--- src/rtl/vibrometer_pkg.sv ---
// Shared definitions for the vibrometer sign-finder datapath.
//   sf_state_e     : controller FSM encoding (also exported on ST_state)
//   LogCountWidth  : width of the hysteresis log count
//   CfgTargetWidth : width of the half-period target limits
//   rec_sign_pos() : bit position of the sign field inside an output record
//   RecDurLsb      : least significant bit of the duration field
package vibrometer_pkg;

  typedef enum logic [1:0] {
    StIdle    = 2'd0,
    StAcquire = 2'd1,
    StMeasure = 2'd2
  } sf_state_e;

  localparam int unsigned LogCountWidth  = 5;
  localparam int unsigned CfgTargetWidth = 32;

  // Record layout: sign in the MSB, duration filling every bit below it.
  localparam int unsigned RecDurLsb = 0;

  function automatic int unsigned rec_sign_pos(input int unsigned tdata_width);
    return tdata_width - 1;
  endfunction

endpackage

--- src/rtl/axis_reg_slice.sv ---
// One-entry AXI-Stream output register with drop indication.
//   SYS_aclk, SYS_reset : clock, synchronous active-high reset
//   push_i, data_i      : offer a new record this cycle
//   ready_i             : downstream tready
//   valid_o, data_o     : registered tvalid / tdata, stable until handshake
//   drop_o              : pushed record could not be stored (slot busy, no handshake)
module axis_reg_slice #(
  parameter int unsigned Width = 32
) (
  input  logic             SYS_aclk,
  input  logic             SYS_reset,
  input  logic             push_i,
  input  logic [Width-1:0] data_i,
  input  logic             ready_i,
  output logic             valid_o,
  output logic [Width-1:0] data_o,
  output logic             drop_o
);

  logic             valid_q;
  logic [Width-1:0] data_q;
  logic             accept;

  // The slot frees up in the same cycle it is handshaken, so a push can land then.
  always_comb begin
    accept = push_i && (!valid_q || ready_i);
    drop_o = push_i && !accept;
  end

  always_ff @(posedge SYS_aclk) begin
    if (SYS_reset) begin
      valid_q <= 1'b0;
      data_q  <= '0;
    end else if (accept) begin
      valid_q <= 1'b1;
      data_q  <= data_i;
    end else if (ready_i) begin
      valid_q <= 1'b0;
    end
  end

  assign valid_o = valid_q;
  assign data_o  = data_q;

endmodule

--- src/rtl/sign_finder_ctrl.sv ---
// Sign-finder controller: measures half-period lengths between sign edges,
// emits {sign, duration} records on AXI-Stream and optionally auto-ranges the
// sign finder's hysteresis log count toward a target half-period window.
//   SYS_aclk, SYS_reset          : clock, synchronous active-high reset
//   CFG_enable, CFG_auto         : run enable, auto-ranging enable
//   CFG_log_count                : manual log count / auto start value
//   CFG_target_min/max           : acceptable half-period window in cycles
//   SF_sign, SF_log_count        : sign finder direction in, log count out
//   M_AXIS_tvalid/tdata/tready   : record output stream
//   ST_overflow, ST_state        : sticky drop flag, FSM state
module sign_finder_ctrl
  import vibrometer_pkg::*;
#(
  parameter int unsigned AXIS_TDATA_WIDTH = 32,
  parameter int unsigned LOG_COUNT_MAX    = 20
) (
  input  logic                        SYS_aclk,
  input  logic                        SYS_reset,
  input  logic                        CFG_enable,
  input  logic                        CFG_auto,
  input  logic [LogCountWidth-1:0]    CFG_log_count,
  input  logic [CfgTargetWidth-1:0]   CFG_target_min,
  input  logic [CfgTargetWidth-1:0]   CFG_target_max,
  input  logic                        SF_sign,
  output logic [LogCountWidth-1:0]    SF_log_count,
  output logic                        M_AXIS_tvalid,
  output logic [AXIS_TDATA_WIDTH-1:0] M_AXIS_tdata,
  input  logic                        M_AXIS_tready,
  output logic                        ST_overflow,
  output logic [1:0]                  ST_state
);

  localparam int unsigned SignPos  = rec_sign_pos(AXIS_TDATA_WIDTH);
  localparam int unsigned DurWidth = SignPos - RecDurLsb;
  localparam int unsigned CmpWidth = (DurWidth > CfgTargetWidth) ? DurWidth : CfgTargetWidth;

  localparam logic [DurWidth-1:0]      DurOne = DurWidth'(1);
  localparam logic [LogCountWidth-1:0] LogOne = LogCountWidth'(1);
  localparam logic [LogCountWidth-1:0] LogMax = LogCountWidth'(LOG_COUNT_MAX);

  sf_state_e                  state_q;
  logic [DurWidth-1:0]        dur_q;
  logic                       sign_q;      // SF_sign delayed by one cycle
  logic                       enable_q;    // for rising-edge detect of CFG_enable
  logic                       overflow_q;
  logic [LogCountWidth-1:0]   log_count_q;

  logic                        edge_det;
  logic                        dur_sat;
  logic                        can_inc;
  logic                        can_dec;
  logic [CmpWidth-1:0]         dur_ext;
  logic [CmpWidth-1:0]         min_ext;
  logic [CmpWidth-1:0]         max_ext;
  logic                        rec_push;
  logic [AXIS_TDATA_WIDTH-1:0] rec_data;
  logic                        rec_drop;

  always_comb begin
    edge_det = SF_sign != sign_q;
    dur_sat  = &dur_q;
    dur_ext  = CmpWidth'(dur_q);
    min_ext  = CmpWidth'(CFG_target_min);
    max_ext  = CmpWidth'(CFG_target_max);
    // Bound checks fold REQ'd saturation at 0 / LOG_COUNT_MAX into the decision.
    can_inc  = (dur_ext < min_ext) && (log_count_q < LogMax);
    can_dec  = (dur_ext > max_ext) && (log_count_q != '0);
    // A disable in the same cycle wins over a closing edge.
    rec_push = CFG_enable && (state_q == StMeasure) && edge_det;
    rec_data = '0;
    rec_data[SignPos]                 = sign_q;
    rec_data[SignPos-1:RecDurLsb]     = dur_q;
  end

  always_ff @(posedge SYS_aclk) begin
    if (SYS_reset) begin
      state_q     <= StIdle;
      dur_q       <= '0;
      sign_q      <= 1'b1;
      enable_q    <= 1'b0;
      overflow_q  <= 1'b0;
      log_count_q <= '0;
    end else begin
      sign_q   <= SF_sign;
      enable_q <= CFG_enable;

      if (CFG_enable && !enable_q) begin
        overflow_q <= 1'b0;
      end else if (rec_drop) begin
        overflow_q <= 1'b1;
      end

      // Manual mode tracks the config in every state, including idle.
      if (!CFG_auto) begin
        log_count_q <= CFG_log_count;
      end

      if (!CFG_enable) begin
        state_q <= StIdle;
        dur_q   <= '0;
      end else begin
        unique case (state_q)
          StIdle: begin
            state_q     <= StAcquire;
            log_count_q <= CFG_log_count;
          end
          StAcquire: begin
            if (edge_det) begin
              dur_q   <= DurOne;
              state_q <= StMeasure;
            end
          end
          StMeasure: begin
            if (edge_det) begin
              dur_q <= DurOne;
              // A range change invalidates the running phase; resync on the next edge.
              if (CFG_auto && can_inc) begin
                log_count_q <= log_count_q + LogOne;
                state_q     <= StAcquire;
              end else if (CFG_auto && can_dec) begin
                log_count_q <= log_count_q - LogOne;
                state_q     <= StAcquire;
              end
            end else if (!dur_sat) begin
              dur_q <= dur_q + DurOne;
            end
          end
          default: state_q <= StIdle;
        endcase
      end
    end
  end

  axis_reg_slice #(
    .Width(AXIS_TDATA_WIDTH)
  ) u_slice (
    .SYS_aclk (SYS_aclk),
    .SYS_reset(SYS_reset),
    .push_i   (rec_push),
    .data_i   (rec_data),
    .ready_i  (M_AXIS_tready),
    .valid_o  (M_AXIS_tvalid),
    .data_o   (M_AXIS_tdata),
    .drop_o   (rec_drop)
  );

  assign SF_log_count = log_count_q;
  assign ST_overflow  = overflow_q;
  assign ST_state     = state_q;

endmodule

--- config.mk ---
export PLATFORM = sky130hd
export DESIGN_NAME = sign_finder_ctrl
export DESIGN_NICKNAME = d
export VERILOG_FILES = /design/src/rtl/vibrometer_pkg.sv /design/src/rtl/axis_reg_slice.sv /design/src/rtl/sign_finder_ctrl.sv
export SDC_FILE = /design/constraint.sdc
export NUM_CORES = 1
export LEC_CHECK = 0
export CAP_MARGIN = 20
export CORE_ASPECT_RATIO = 0.7
export CORE_UTILIZATION = 39
export CTS_CLUSTER_DIAMETER = 100
export DETAILED_ROUTE_END_ITERATION = 10
export GPL_TIMING_DRIVEN = 0
export HOLD_SLACK_MARGIN = 0.03
export PLACE_DENSITY = 0.66
export SYNTH_ARGS = -nofsm -noshare
export SYNTH_HDL_FRONTEND = slang
export SYNTH_SLANG_ARGS = --single-unit
--- constraint.sdc ---
create_clock -name SYS_aclk -period 2.45 [get_ports SYS_aclk]
set_input_delay 0.49 -clock SYS_aclk [delete_from_list [all_inputs] [get_ports SYS_aclk]]
set_output_delay 0.49 -clock SYS_aclk [all_outputs]
set_load 0.1 [all_outputs]
# == Word level (Yosys, flattened, before mapping) ==
# Cells that the tools add are included.
# op_classes
n_eq_ne,7
multipliers,0
div_mod_pow,0
n_shift,0
n_lt_le_gt_ge,3
n_bitwise,1
n_mux,17
reduce_logical,22
n_addsub,3
# op_table
cell,count
two-way mux 31 bit,3
case mux 31 bit (2 select lines),1
> comparator 31 x 32 -> 1 bit,1
< comparator 31 x 32 -> 1 bit,1
adder 31 x 1 -> 31 bit (second input constant),1
AND reduction 31 bit,1
two-way mux 5 bit,5
case mux 5 bit (2 select lines),1
logical AND 1 bit,9
two-way mux 2 bit,4
case mux 2 bit (3 select lines),1
AND reduction 3 bit,2
adder 5 x 1 -> 5 bit (second input constant),1
< comparator 5 bit (second input constant),1
nonzero test 5 bit,1
subtractor 5 x 1 -> 5 bit (second input constant),1
inequality test 2 bit (second input constant),2
nonzero test 2 bit,2
OR reduction 2 bit,2
logical NOT 1 bit,3
inequality test 3 x 1 -> 1 bit (second input constant),1
inequality test 3 bit (second input constant),1
== test 2 x 1 -> 1 bit (second input constant),1
== test 2 bit (second input constant),1
5 further kinds,6
# totals
memories,0
output_inout_bits,41
mem_bits_rw,0
register_bits,74
rom_bits,0
latch_bits,0

# == Depth between registers and ports, before layout ==
# Gate-level depths: netlist of run 1.
# logic_depth
depth_word,8
mapped_depth,11

# == Hierarchy ==
# Synthesis of run 1 repeated with hierarchy kept, for this count alone.
# unflattened
hier_cells,669
hier_area_um2,5432.7
# by_module_without_submodules
module,cells_each,area_per_inst_um2,instances,seq_area_each_um2
sign_finder_ctrl,524,3915.0,1,820.8
axis_reg_slice,145,1517.7,1,660.6

# == Least setup slack after synthesis of run 1 ==
# Ideal clock, no wire load.
# synth_timing
path_kind,reg2reg
startpoint,"register log_count_q[1], in the netlist SF_log_count[1]"
endpoint,"register log_count_q[3], in the netlist SF_log_count[3]"
path_stages_with_launch,10
period_less_slack_ps,2852
arrival_time_ps,2729
t_required_ps,2327
setup_time_ps,123
setup_slack_ps,-402
cell_sequence,dfxtp_1 inv_1 ha_1 inv_1 o41ai_1 a31oi_1 o21ai_1 or4_1 nand4_1 o31ai_1
# synth_between
elab_chain_cells,8
elab_cells_between_ends,13
cone_classes,2 x add/sub; 1 x order compare; 5 x mux; 5 x reduce/logical
# synth_rtl
item,line,source
from (decl),sign_finder_ctrl.sv:46,logic [LogCountWidth-1:0] log_count_q;
from (signal assigned),sign_finder_ctrl.sv:95,log_count_q <= CFG_log_count;
from (signal assigned),sign_finder_ctrl.sv:105,log_count_q <= CFG_log_count;
from (signal assigned),sign_finder_ctrl.sv:118,log_count_q <= log_count_q + LogOne;
"parallel branches: the longest is 4 deep, another holds subtractor 5 x 1 -> 5 bit",--,
two-way mux 5 bit (*),sign_finder_ctrl.sv:117,if (CFG_auto && can_inc) begin
two-way mux 5 bit (*),sign_finder_ctrl.sv:114,if (edge_det) begin
case mux 5 bit (2 select lines) (*),sign_finder_ctrl.sv:102,unique case (state_q)
two-way mux 5 bit (*),sign_finder_ctrl.sv:98,if (!CFG_enable) begin
# Mark *: on every way between the ends.
# A chain may end at the register's enable or synchronous reset.

# == Worst setup path in the final report of run 1 ==
# layout_timing
startpoint,register dur_q[30]
endpoint,"register log_count_q[3], in the netlist SF_log_count[3]"
# layout_between
elab_chain_cells,8
elab_cells_between_ends,11
cone_classes,2 x order compare; 5 x mux; 4 x reduce/logical
# layout_rtl
item,line,source
from (decl),sign_finder_ctrl.sv:42,logic [DurWidth-1:0] dur_q;
from (signal assigned),sign_finder_ctrl.sv:109,dur_q <= DurOne;
from (signal assigned),sign_finder_ctrl.sv:115,dur_q <= DurOne;
from (signal assigned),sign_finder_ctrl.sv:125,dur_q <= dur_q + DurOne;
> comparator 31 x 32 -> 1 bit,sign_finder_ctrl.sv:67,can_dec = (dur_ext > max_ext) && (log_count_q != '0);
logical AND 1 bit,sign_finder_ctrl.sv:67,
logical AND 1 bit,sign_finder_ctrl.sv:120,end else if (CFG_auto && can_dec) begin
two-way mux 5 bit,sign_finder_ctrl.sv:120,
two-way mux 5 bit (*),sign_finder_ctrl.sv:117,
two-way mux 5 bit (*),sign_finder_ctrl.sv:114,
case mux 5 bit (2 select lines) (*),sign_finder_ctrl.sv:102,
two-way mux 5 bit (*),sign_finder_ctrl.sv:98,
to (signal assigned),sign_finder_ctrl.sv:105,
to (signal assigned),sign_finder_ctrl.sv:118,
to (signal assigned),sign_finder_ctrl.sv:121,log_count_q <= log_count_q - LogOne;
# Mark *: on every way between the ends. The rest lies on a longest branch, timed or not.

==> results by group, run 1 <==
Placement
  • DP Area: 6340 sq um
  • DP Wirelength: roughly 11000 um
  • PortBufs: 115
  • Cells after DPL: 919
  • Routability cong.: 0.872

Timing
  • RSZ-0062 raised after global routing: true
  • Fin. Hold Viols: 0
  • Fin Setup TNS: -0.109 ns
  • Slew @ Worst Pin: 0.978 ns
  • Crit share post-route: 104%
  • Slew Viols, Final: 0
  • Clk_skew: between 0.006 and 0.007 ns
  • Final min period: 2.55 ns
  • Hold WS: 0.454 ns
  • Final Setup Violations: 2
  • Slew headroom: 34.6%
  • Fmax: 392 MHz
  • Final worst slack: -0.0986 ns

Synthesis
  • Yosys warns: 0
  • Sequential fraction of the synthesis area: 29.8%
  • Synth top area cells: dfxtp_1, ha_1, nand2_1
  • Syn_area_per_cell: just under 8 sq um
  • Synthesized Nets: between 700 and 800
  • Seq cells post-synth: between 70 and 80
  • Synth cell types: 63
  • Top-area cell type share of the netlist area: between 20 and 30%
  • EDFF count, synth: 0
  • Synth cell count leaders: nand2_1, inv_1, dfxtp_1
  • Post-Synthesis Cells: 642
  • Ys async rst share: 0%
  • Top FF cell, synth: dfxtp_1
  • Most frequent cell after synthesis: nand2_1
  • Yosys top cell by area: dfxtp_1
  • Post-Synthesis Cell Area: 4980 sq um

Floorplan
  • FP Rows: 34
  • Die W: 137 um
  • Top Ports: 116
  • Core ar.: 12400 sq um
  • Die Y: 96.5 um
  • Starting density of the core: 40.1%
  • Die area: 13200 sq um

Layout
  • Design Area, Final: roughly 8000 sq um
  • Ratio of cells with drive above 1 in the final layout: 30.5%
  • Final std cells w/o fill: between 900 and 1k
  • Layout area overhead: 60.5%
  • Nets: ~940

Detailed routing
  • Antenna Nets Post-Route: 0
  • Final wirelength: 16400 um
  • DR iter-0 viols: 314
  • First-pass DRT Iterations: 5
  • DR WL/cell: 16.9 um
  • Drt drc: 0
  • Vias: between 5k and 6k
  • Vias per cell: approximately 5.3

Setup path
  • Worst path max stage delay: 0.49 ns
  • WP data arrival: 2.76 ns
  • Worst path bufs/invs: 0
  • CP endpoint kind: flip-flop
  • Worst-path cell chain: ha_4 -> nand4b_1 -> nor4_2 -> nand2_2 -> o221ai_4 -> nor2_4 -> or4_1 -> nand4_1 -> o31ai_4
  • Worst path required time: around 2.7 ns
  • Type of the worst setup path: reg -> reg
  • Top Family by Delay on Critical Path: simple AND/OR/NAND/NOR gates
  • Critical path's slowest cell: or4_1
  • Startpoint types: flip-flop
  • Max FO, Critical Path: 5

Run status
  • Failing checks: setup timing
  • Status: complete, but fails checks

Clock network
  • Clock latency on the worst-skew pair: 0.34 ns
  • Cts bufs inserted: 9
  • Root Buffer: clkbuf_16
  • CTS H-tree depth: 3
  • CTS Buffer Depth: 2
  • Worst-path clk slew: 0.06 ns
  • TritonCTS clock tree: yes
  • CTS sink cnt: 74

Worst hold path
  • Worst min path class: reg -> reg

Global route
  • Initial antenna violation count: 0
  • Vias in the first global route: 4901
  • First-pass GRT wire length: between 20000 and 25000 um
  • Largest net degree at the start of global routing: 13
  • Total congestion overflow: 0
  • Gr usage total: 24.2%

Run
  • Max-cap violations: 0

Power
  • Static Leakage: 3.39 nW
  • Cell Pwr Density: 401 nW/um^2
  • Worst vdd ir: 0.000323 V
==> timing repair <==
action,in CTS,in global routing
hold buffers,0,0
gates cloned,0,0
endpoints found under the setup margin,60,63
pin swaps,71,64
resized for setup,138,138
buffers inserted,21,17
==> worst min-delay path: stages, from the launching register on <==
cell,delay [ns]
dfxtp_1,0.31
nand2_1,0.05
a21oi_1,0.05
==> through the flow <==
stage	setup WS (ns)	util, %	power [mW]
after detailed placement	-0.922	51.0	1.70
after floorplan	-0.0374	-	1.50
after CTS	-0.142	59.4	3.17
after global placement	-0.901	51.0	1.69
final	-0.0986	64.3	3.21
after global routing	-0.165	64.3	3.33
==> cell type report <==
cell class	count	area, sq um
Fill cell	1046	4430
Multi-Input combinational cell	473	4050
Sequential cell	74	1550
Timing Repair Buffer	153	1510
Inverter	78	293
Clock buffer	11	243
Tap cell	162	203
Clock inverter	4	76.3
Buffer	16	65.1
Antenna cell	1	2.50
==> sequential cells by signal (all words and copies together) (netlist names) <==
| signal | flops |
|---|---|
| SF_log_count | 5 |
| ST_overflow | 1 |
| ST_state | 2 |
| dur_q | 31 |
| enable_q | 1 |
| sign_q | 1 |
| u_slice.data_o | 32 |
| u_slice.valid_o | 1 |
==> logic make-up (layout without fill, tap and decap cells) <==
kind of cell | count (synthesis) | in the layout | synth area share [%]
buffers and inverters | 95 | 262 | 7.17
xor gates and xnor gates | 30 | 30 | 5.43
DFF | 74 | 74 | 29.8
AOI/OAI and AO/OA | 133 | 133 | 16.7
muxes | 4 | 4 | 0.830
other | 0 | 1 | 0
and+or+nand+nor | 242 | 242 | 24.0
adders and majority gates | 64 | 64 | 16.1
==> path summary, 6_finish.rpt <==
path,slack (ns),cells after the start,start,to
worst max register to register,-0.1,9,dur_q[30]$_SDFFE_PP0P_,SF_log_count[3]$_SDFF_PP0_
worst min register to register,0.45,2,u_slice.data_o[23]$_SDFFE_PP0P_,u_slice.data_o[23]$_SDFFE_PP0P_
worst min-delay path,0.45,2,u_slice.data_o[23]$_SDFFE_PP0P_,u_slice.data_o[23]$_SDFFE_PP0P_
worst max-delay path,-0.1,9,dur_q[30]$_SDFFE_PP0P_,SF_log_count[3]$_SDFF_PP0_
==> power breakdown <==
group | switching (mW) | internal [mW]
registers | 0.0195 | 1.21
clock network | 0.520 | 0.916
logic | 0.305 | 0.237
==> cells in the final DEF, fill, tap and decap left out, types with 5 or more instances in the layout <==
master,Yosys,layout
ha_4,0,42
and3_1,6,5
nand4_1,17,17
clkbuf_1,16,12
inv_2,0,41
a21o_1,6,6
clkdlybuf4s50_1,0,53
dlygate4sd2_1,0,31
ha_1,64,20
a21oi_2,1,7
dlymetal6s2s_1,0,29
dfxtp_4,0,8
buf_4,0,31
xor2_1,19,18
nand3_1,20,19
dfxtp_1,74,39
dfxtp_2,0,27
inv_1,78,37
xnor2_1,10,10
clkbuf_16,0,9
nand2b_1,5,5
nand2_1,104,96
nand2_2,0,7
nor2_1,48,45
a21oi_1,63,54
o21ai_0,24,17
buf_6,0,5
o21ai_1,2,7
==> metal layers <==
layer  vias to the layer above  track usage (%)  share of wire, %
li1                       2536                -                 -
met1                      2458             31.5                46
met2                       157             41.4                47
met3                        18             4.38               5.7
met4                         0             5.86               1.1
met5                         -                0                 0
No activity file was read; power rests on OpenSTA's default activity.
==> inputs of run 2 (changes only) <==
--- a/config.mk
+++ b/config.mk
@@ -7,6 +7,7 @@
 export LEC_CHECK = 0
 export CAP_MARGIN = 20
 export CORE_ASPECT_RATIO = 0.7
+export CORE_MARGIN = 1
 export CORE_UTILIZATION = 39
 export CTS_CLUSTER_DIAMETER = 100
 export DETAILED_ROUTE_END_ITERATION = 10
==> results of run 2 <==
The final DEF is identical to that of run 1; final timing and power are the same.
